<file path="src/rtl/wptr_full.sv">
// Write-domain pointer / full-flag generator for the dual-clock FIFO.
// Optional almost-full logic is built when WPTR_FULL_ALMOST_FULL_EN is defined.
module wptr_full #(
    parameter int ASIZE    = 4,
    parameter int AF_LEVEL = 12
) (
    input  logic             wclk,
    input  logic             wrst,
    input  logic             winc,
    input  logic [ASIZE:0]   wq2_rptr,
    input  logic             wovf_clr,
    output logic [ASIZE-1:0] waddr,
    output logic             wclken,
    output logic [ASIZE:0]   wptr,
    output logic             wfull,
    output logic             woverflow,
    output logic             wafull
);

    if (ASIZE < 2 || AF_LEVEL < 1 || AF_LEVEL > (1 << ASIZE)) begin : g_param_chk
        $error("wptr_full: ASIZE must be >= 2 and AF_LEVEL in 1..DEPTH");
    end

    logic [ASIZE:0] wbin, wbinnext, wgraynext;
    logic           wfull_next;

    assign waddr     = wbin[ASIZE-1:0];
    assign wclken    = winc & ~wfull;
    assign wbinnext  = wbin + {{ASIZE{1'b0}}, wclken};
    assign wgraynext = (wbinnext >> 1) ^ wbinnext;
    // Full when the next write pointer has lapped the read pointer: top two Gray bits inverted.
    assign wfull_next = (wgraynext == {~wq2_rptr[ASIZE:ASIZE-1], wq2_rptr[ASIZE-2:0]});

    always_ff @(posedge wclk or posedge wrst) begin
        if (wrst) begin
            wbin      <= '0;
            wptr      <= '0;
            wfull     <= 1'b0;
            woverflow <= 1'b0;
        end else begin
            wbin  <= wbinnext;
            wptr  <= wgraynext;
            wfull <= wfull_next;
            if (winc && wfull)
                woverflow <= 1'b1;
            else if (wovf_clr)
                woverflow <= 1'b0;
        end
    end

`ifdef WPTR_FULL_ALMOST_FULL_EN
    localparam logic [ASIZE:0] AF_THR = (ASIZE+1)'(AF_LEVEL);

    logic [ASIZE:0] rbin, fill;

    always_comb begin
        rbin = '0;
        for (int i = 0; i <= ASIZE; i++)
            rbin[i] = ^(wq2_rptr >> i);
    end

    // Modular difference: a full FIFO yields exactly DEPTH, which fits in ASIZE+1 bits.
    assign fill = wbinnext - rbin;

    always_ff @(posedge wclk or posedge wrst) begin
        if (wrst)
            wafull <= 1'b0;
        else
            wafull <= (fill >= AF_THR);
    end
`else
    assign wafull = 1'b0;
`endif

endmodule

</file>
<file path="config.mk">
export PLATFORM = sky130hd
export DESIGN_NAME = wptr_full
export DESIGN_NICKNAME = d
export VERILOG_FILES = /design/src/rtl/wptr_full.sv
export SDC_FILE = /design/constraint.sdc
export NUM_CORES = 1
export LEC_CHECK = 0
export CORE_AREA = 4 4 49 51
export CTS_CLUSTER_DIAMETER = 30
export DETAILED_ROUTE_END_ITERATION = 10
export DIE_AREA = 0 0 53 55
export PLACE_DENSITY_LB_ADDON = 0.08
export SLEW_MARGIN = 30
export SYNTH_ARGS = -nofsm -noshare
export SYNTH_HDL_FRONTEND = slang
export SYNTH_SLANG_ARGS = --single-unit
</file>
<file path="constraint.sdc">
create_clock -name wclk -period 5.2 [get_ports wclk]
set_clock_uncertainty 0.05 [all_clocks]
set_input_delay 0.52 -clock wclk [delete_from_list [all_inputs] [get_ports wclk]]
set_output_delay 0.52 -clock wclk [all_outputs]
set_load 0.01 [all_outputs]
</file>
==> results.cfg, run 1 <==
[sta]
post-route-period-util = 0.521
finalSetupViolCount = 0
rsz0062_at_grt = false
final_max_slew_viol_count = 0
min_period_ps = 2710
setup_ws_ps = 2490
hold_viol = 0
clock.fmax_ghz = 0.369
setup_tns_ps = 0
holdWs_ps = 470

[synthesis]
syn_area_sq_um = 557
synth_warnings = 0
syn_nets = 62
synth_xor_area_frac = 0.171
synth_top_area_frac = 0.494
synth-compound-area-share = 0.115
ys_types = 24
postSynthCellCount = 51
ys_seq_area_frac = 0.494
synth.area.top_cells = dfrtp_1 49%, xnor2_1 7.9%, xor2_1 6.3%, ha_1 4.5%, xor2_2 2.9%
synth_top_family_by_area = XOR/XNOR gates
yosys.area.top_type = dfrtp_1
synthMuxAreaShare = 0
synthAdderAreaFrac = 0.0449
synth-seq-cells = 11
avgSynthCellArea_sq_um = 10.9
synth-simple-area-share = 0.135

[floorplanning]
die_y_microns = 55
start_util = 0.287
core_sq_mm = 0.00194
rows = 16
dieArea_sq_mm = 0.00292
io_pins = 22
die_x_microns = 53

[final_layout]
multi_input_area_sq_um = 263
final_common_cell = clkdlybuf4s50_1
n_antenna_cell = 0
fin_nets = 86
mostFrequentLayoutCells = 20 x clkdlybuf4s50_1, 11 x dfrtp_1, 5 x xnor2_1
final-seq-area_sq_um = 275
syn_to_final_growth_pct = 45.4
layout-drive-gt1-share = 0.0676
stdcell_area_sq_um = 810
fill_cells = 204

[clock_tree]
cts_root_buffer = clkbuf_4
cts_tree = built
clk_latency_ps = 260
path_clk_slew_ps = 60
cts.sinks = 11
cts.path.max_buffers = 2
numCtsBuffers = 3
hold_buffers = 0
htree_levels = 1
post_cts_buffers = 0
ctsResizeCount = 0

[critical_path]
start_kind = input pin
crit_required_ps = 5340
critPathMaxFanout = 5
critical_path_buf_inv_count = 1
slowest_stage = clkdlybuf4s50_1
worstSetupPathType = input pin to flop
crit_chain = clkdlybuf4s50_1 > nor2b_1 > ha_1 > ha_1 > and4b_1 > o21a_1 > or3_1 > a211o_1 > a22oi_2
cp_common_cell = ha_1
endpoint_kind = flop
critPathArrivalTime_ps = 2850
slowest_delay_ps = 470
crit_family = simple AND/OR/NAND/NOR gates
rrSetupSlack_ps = 2840

[drt]
wirelength_microns = 1090
drt-initial-drc-count = 4
ant_nets = 0
vias = 424
post_drt_via_cell_ratio = 4.20
drcViolationCount = 0
firstDrtPassIters = 3
wl_per_cell_microns = 10.7

[power_and_ir_drop]
power.internal_uw = 303
switching_power_uw = 184
pwr-share-comb = 0.555
peakVddDrop_mv = 0.302
clkPwrFrac = 0.117
seq_power_share = 0.329
swShare = 0.378
leakage_nw = 0.330
powerDensity_mw_per_mm2 = 601

[grt]
grt_max_degree = 12
grt_pass1_vias = 393
antenna_found_initial = 0
grt_use_total = 0.0908
grt_pass1_wl_microns = 1810
grt-ovfl-total = 0

[placement]
pre_cts_ws_ps = 2210
place_hpwl_microns = 894
io_buffers = 20
place_congestion = 0.731
placed_area_sq_um = 783

[job]
cap_violations = 0

[min_path]
hold_path_class = flop to flop

[outcome]
outcome = complete, no violations
==> sequential cells by signal, summed over array words and instances, names as in the netlist <==
name	cells
wbin	5
woverflow	1
wfull	1
wptr	4
==> through the flow <==
stage	total power, mW	cells	utilization
after CTS	0.496	101	0.417
after detailed placement	0.437	97	0.403
final	0.487	101	0.417
after global routing	0.532	101	0.417
after global placement	0.437	97	0.403
after floorplan	0.321	51	-
==> Yosys cell counts, drive strengths merged <==
cell / count
a211o: 1
a21boi: 1
a21oi: 1
a22oi: 1
a31oi: 1
and4b: 1
buf: 1
conb: 1
dfrtp: 11
ha: 2
inv: 3
nand2: 3
nand2b: 1
nand3: 3
nand4: 1
nor2: 2
nor2b: 1
o21a: 1
o21ai: 2
o22ai: 1
or3: 2
xnor2: 5
xor2: 5
==> final timing paths <==
kind | from | to | cells past startpoint
worst min register to register | wfull | woverflow | 2
worst max register to register | wfull | wfull | 8
min in group asynchronous | wrst | wbin[0] | 2
max in group asynchronous | wrst | wptr[1] | 2
worst min-delay path | wfull | woverflow | 2
worst max-delay path | winc | wfull | 9
==> power by group through the flow <==
stage / logic (mW) / clock network (mW) / registers [mW]
after CTS: 0.275 / 0.0594 / 0.161
after detailed placement: 0.275 / 0 / 0.163
after global routing: 0.299 / 0.0666 / 0.167
after global placement: 0.276 / 0 / 0.162
after floorplan: 0.142 / 0 / 0.179
final: 0.270 / 0.0569 / 0.160
==> metal layers <==
metal / vias to the layer above / GRT usage / wire length (microns)
li1: 218 / - / -
met1: 191 / 0.0949 / 427
met2: 13 / 0.153 / 558
met3: 2 / 0.0483 / 90
met4: 0 / 0.0383 / 9
met5: - / 0 / 0
==> cell families after synthesis <==
family / Yosys count
compound gates: 9
xor+xnor: 10
fa+ha+maj: 2
buf+inv: 4
flops: 11
other cells: 1
simple gates: 14
==> worst register-to-register path, delay by kind of cell (launching register included) <==
family,cells,cell delay (ps)
fa+ha+maj,2,500
simple gates,3,690
compound gates,3,650
flops,1,390
==> layout make-up <==
cell class,count,area share
multi-input cells,36,0.325
flip-flops and latches,11,0.340
well taps,27,0.0417
repair buffers,20,0.247
clock buffers,4,0.0325
inverters,3,0.0139
(Power assumes the default switching activity.)
==> inputs of run 2 (changes only) <==
==> constraint.sdc (replaced) <==
create_clock -name wclk -period 2.3 [get_ports wclk]
set_clock_uncertainty 0.05 [all_clocks]
set_input_delay 0.23 -clock wclk [delete_from_list [all_inputs] [get_ports wclk]]
set_output_delay 0.23 -clock wclk [all_outputs]
set_load 0.01 [all_outputs]
==> run 2 against run 1 <==
Effect of this change:
- worst setup slack lost 2400 ps
- clock power grew 130%
- die area is the same
- non-clock buffer count grew 6
- combinational power grew to 2.7 times the previous value
- core utilization grew 4.0 points
- register-to-register slack lost 2700 ps
==> results.cfg, run 2 (synthesized netlist as in run 1, its figures left out) <==
[outcome]
outcome = complete, no violations

[job]
cap_violations = 0

[final_layout]
final_common_cell = clkdlybuf4s50_1
fin_nets = 92
n_antenna_cell = 0
layout-drive-gt1-share = 0.175
largest_reg_flops = 5
largestRegisters = wbin (5), wptr (4)
stdcell_area_sq_um = 887
largest-register = wbin
mostFrequentLayoutCells = 20 x clkdlybuf4s50_1, 11 x dfrtp_1, 6 x buf_4
utilization = 0.457
syn_to_final_growth_pct = 59.3

[floorplanning]
dieArea_sq_mm = 0.00292
die_x_microns = 53
io_pins = 22
rows = 16
die_y_microns = 55
start_util = 0.287
core_sq_mm = 0.00194

[placement]
placed_area_sq_um = 833
io_buffers = 20
pre_cts_ws_ps = -300
place_congestion = 0.648
place_hpwl_microns = 926

[grt]
grt_pass1_wl_microns = 1900
antenna_found_initial = 0
grt-ovfl-total = 0
grt_use_total = 0.0965
grt_pass1_vias = 447
grt_max_degree = 12

[min_path]
hold_path_class = input pin to async pin

[critical_path]
r2r_end = wfull
crit_required_ps = 2450
crit_chain = clkdlybuf4s50_1 > nor2b_4 > ha_4 > ha_4 > and4b_1 > o21a_1 > or3_1 > a211o_1 > a22oi_2
cp_common_cell = ha_4
critPathMaxFanout = 4
reg2reg_depth = 8
endpoint_kind = flop
slowest_stage = clkdlybuf4s50_1
worstSetupPathType = input pin to flop
start_kind = input pin
rrSetupSlack_ps = 150
crit_family = simple AND/OR/NAND/NOR gates
critPathArrivalTime_ps = 2320
r2r-start = wfull
slowest_delay_ps = 480
critical_path_buf_inv_count = 1

[clock_tree]
numCtsBuffers = 3
ctsResizeCount = 1
cts_tree = built
cts.path.max_buffers = 2
cts_root_buffer = clkbuf_4
cts.sinks = 11
post_cts_buffers = 0
clk_latency_ps = 270
path_clk_slew_ps = 70
htree_levels = 1
hold_buffers = 0

[drt]
ant_nets = 0
wirelength_microns = 1170
drt-initial-drc-count = 6
wl_per_cell_microns = 10.9
firstDrtPassIters = 4
vias = 455
drcViolationCount = 0
post_drt_via_cell_ratio = 4.25

[sta]
final_max_slew_viol_count = 0
finalSetupViolCount = 0
min_period_ps = 2180
rsz0062_at_grt = false
hold_viol = 0
setup_tns_ps = 0
setup_ws_ps = 124
clock.fmax_ghz = 0.460
holdWs_ps = 197
post-route-period-util = 0.946

[power_and_ir_drop]
peakVddDrop_mv = 0.641
leakage_nw = 0.365
powerDensity_mw_per_mm2 = 1380
run 2: cell count changes in the layout (fill, tap and decap cells not counted):
| cell | change |
|---|---|
| nor2b_1 | -1 |
| ha_1 | -2 |
| nor2b_4 | +1 |
| buf_4 | +6 |
| ha_4 | +2 |
run 2: worst max path at each step:
stage / start / to / cells past startpoint
after floorplan: wfull / wfull / 8
after global placement: winc / wfull / 9
after detailed placement: winc / wfull / 9
after CTS: winc / wfull / 9
after global routing: winc / wfull / 9
final: winc / wfull / 9
run 2: metrics by stage:
stage	power, mW	std cells
finish	1.23	107
global route	1.33	107
CTS	1.21	107
detailed placement	1.06	103
global placement	1.07	103
floorplan	0.730	51
run 2: cell type report:
cell class,instances,area (sq um)
clock buffer,4,26.3
fill,197,1050
inverter,3,11.3
multi-input combinational,36,295
sequential,11,275
tap,27,33.8
timing repair buffer,26,245
run 2: worst reg2reg max path, stage by stage (launching register included):
cell	delay, ps
dfrtp_1	430
nor2b_4	160
ha_4	160
ha_4	130
and4b_1	180
o21a_1	170
or3_1	320
a211o_1	310
a22oi_2	170
run 2: power by group:
| part | switching [mW] | total (mW) | internal (mW) |
|---|---|---|---|
| Combinational | 0.305 | 0.723 | 0.418 |
| Clock | 0.0642 | 0.131 | 0.0672 |
| Sequential | 0.0837 | 0.374 | 0.290 |
run 2: layer usage:
| layer | share of wire | vias to the layer above | global-route usage |
|---|---|---|---|
| li1 | - | 231 | - |
| met1 | 0.37 | 211 | 0.0917 |
| met2 | 0.55 | 11 | 0.171 |
| met3 | 0.070 | 2 | 0.0563 |
| met4 | 0.0068 | 0 | 0.0383 |
| met5 | 0 | - | 0 |
==> inputs of run 3 (changes only) <==
--- a/config.mk
+++ b/config.mk
@@ -5,10 +5,10 @@
 export SDC_FILE = /design/constraint.sdc
 export NUM_CORES = 1
 export LEC_CHECK = 0
-export CORE_AREA = 4 4 49 51
+export CORE_AREA = 4 4 44 46
 export CTS_CLUSTER_DIAMETER = 30
 export DETAILED_ROUTE_END_ITERATION = 10
-export DIE_AREA = 0 0 53 55
+export DIE_AREA = 0 0 48 50
 export PLACE_DENSITY_LB_ADDON = 0.08
 export SLEW_MARGIN = 30
 export SYNTH_ARGS = -nofsm -noshare
==> run 3 against run 2 <==
Effect of this change:
- critical path depth stayed put
- sequential power is 2% lower
- clock-buffer cell count stayed put
- register-to-register slack hardly changed
- worst setup slack worse by 16 ps
- global-route usage is 0.99 points higher
- sequential cell count stayed put
- die area is 18% lower
- core utilization is 12 points higher
- critical endpoint unchanged
==> results.cfg, run 3 (synthesized netlist as in run 1, its figures left out) <==
[outcome]
outcome = complete, no violations

[floorplanning]
core_sq_mm = 0.00151
io_pins = 22
die_x_microns = 48
die_y_microns = 50
dieArea_sq_mm = 0.00240
rows = 14
start_util = 0.370

[clock_tree]
htree_levels = 1
hold_buffers = 0
cts.sinks = 11
clk_latency_ps = 270
cts_tree = built
numCtsBuffers = 3
path_clk_slew_ps = 70
cts_root_buffer = clkbuf_4
cts.path.max_buffers = 2

[placement]
place_congestion = 0.721
placed_area_sq_um = 820
io_buffers = 20

[grt]
grt_pass1_wl_microns = 1780
grt_use_total = 0.106
antenna_found_initial = 0
grt-ovfl-total = 0
grt_max_degree = 12
grt_pass1_vias = 421

[drt]
drcViolationCount = 0
vias = 467
drt-initial-drc-count = 2
wl_per_cell_microns = 11.8
wirelength_microns = 1130
firstDrtPassIters = 2
ant_nets = 0
post_drt_via_cell_ratio = 4.86

[sta]
final_max_slew_viol_count = 0
rsz0062_at_grt = false
min_period_ps = 2190
finalSetupViolCount = 0
post-route-period-util = 0.953
hold_viol = 0
clock.fmax_ghz = 0.456

[power_and_ir_drop]
powerDensity_mw_per_mm2 = 1400
finalPower_mw = 1.22
swShare = 0.366
clkPwrFrac = 0.110
leakage_nw = 0.365
pwr-share-comb = 0.589
seq_power_share = 0.301
power.internal_uw = 770
switching_power_uw = 445
peakVddDrop_mv = 0.818

[final_layout]
largest_reg_flops = 5
final_common_cell = clkdlybuf4s50_1
mostFrequentLayoutCells = 20 x clkdlybuf4s50_1, 11 x dfrtp_1, 6 x buf_4
fin_nets = 92
n_antenna_cell = 0
largest-register = wbin
layout-drive-gt1-share = 0.188
largestRegisters = wbin (5), wptr (4)
stdcell_area_sq_um = 868
syn_to_final_growth_pct = 56.0

[critical_path]
start_kind = input pin
endpoint_kind = flop
critPathArrivalTime_ps = 2340
crit_required_ps = 2450
worstSetupPathType = input pin to flop
critPathMaxFanout = 3

[min_path]
hold_path_class = input pin to async pin

[job]
cap_violations = 0
[run 3: cell counts in the layout (fill, tap and decap cells not counted)]
Identical to the previous run, type by type.
[run 3: final timing paths]
check	startpoint	end	slack, ps	cells past startpoint
hold / removal	wrst	wfull	200	2
hold reg to reg	woverflow	woverflow	480	2
min in group wclk	woverflow	woverflow	480	2
setup / recovery	winc	wfull	110	9
max in group asynchronous	wrst	wbin[0]	1710	2
setup reg to reg	wfull	wfull	150	8
[run 3: area by class of cell]
cell class	instances	area, sq um
flip-flops and latches	11	275
fillers	146	638
well taps	16	20.0
inverters	3	11.3
clock buffers	4	26.3
multi-input cells	36	290
repair buffers	26	245
[run 3: what timing repair did]
action / CTS / global route
gates resized for setup: 0 / 4
endpoints found under the hold margin: 0 / 0
setup buffers: 0 / 0
endpoints found under the setup margin: 0 / 1
[run 3: power by group through the flow]
stage / clock network [mW] / logic (mW) / registers (mW)
5_1_grt: 0.145 / 0.788 / 0.376
2_1_floorplan: 0 / 0.324 / 0.405
3_5_place_dp: 0 / 0.698 / 0.366
4_1_cts: 0.137 / 0.702 / 0.362
6_report: 0.134 / 0.716 / 0.367
3_3_place_gp: 0 / 0.694 / 0.365
[run 3: through the flow]
step / cells / setup TNS, ps / utilization / hold slack [ps] / setup slack [ps]
after global routing: 96 / 0 / 0.576 / 251 / 34.8
after global placement: 92 / -234 / 0.544 / 466 / -234
final: 96 / 0 / 0.576 / 200 / 109
after floorplan: 51 / 0 / - / 32.4 / 4.54
after detailed placement: 92 / -251 / 0.544 / 480 / -251
after CTS: 96 / 0 / 0.561 / 214 / 26.5
[run 3: critical path, stage by stage]
cell and delay [ps]:
clkdlybuf4s50_1 480, nor2b_4 180, ha_4 150, ha_2 180, and4b_1 190, o21a_1 170
or3_4 330, a211o_1 270, a22oi_2 170
[run 3: routing by layer]
metal	GRT usage	share of wire
met3	0.0327	0.080
met5	0	0
met2	0.159	0.49
met4	0.0538	0.015
met1	0.133	0.42
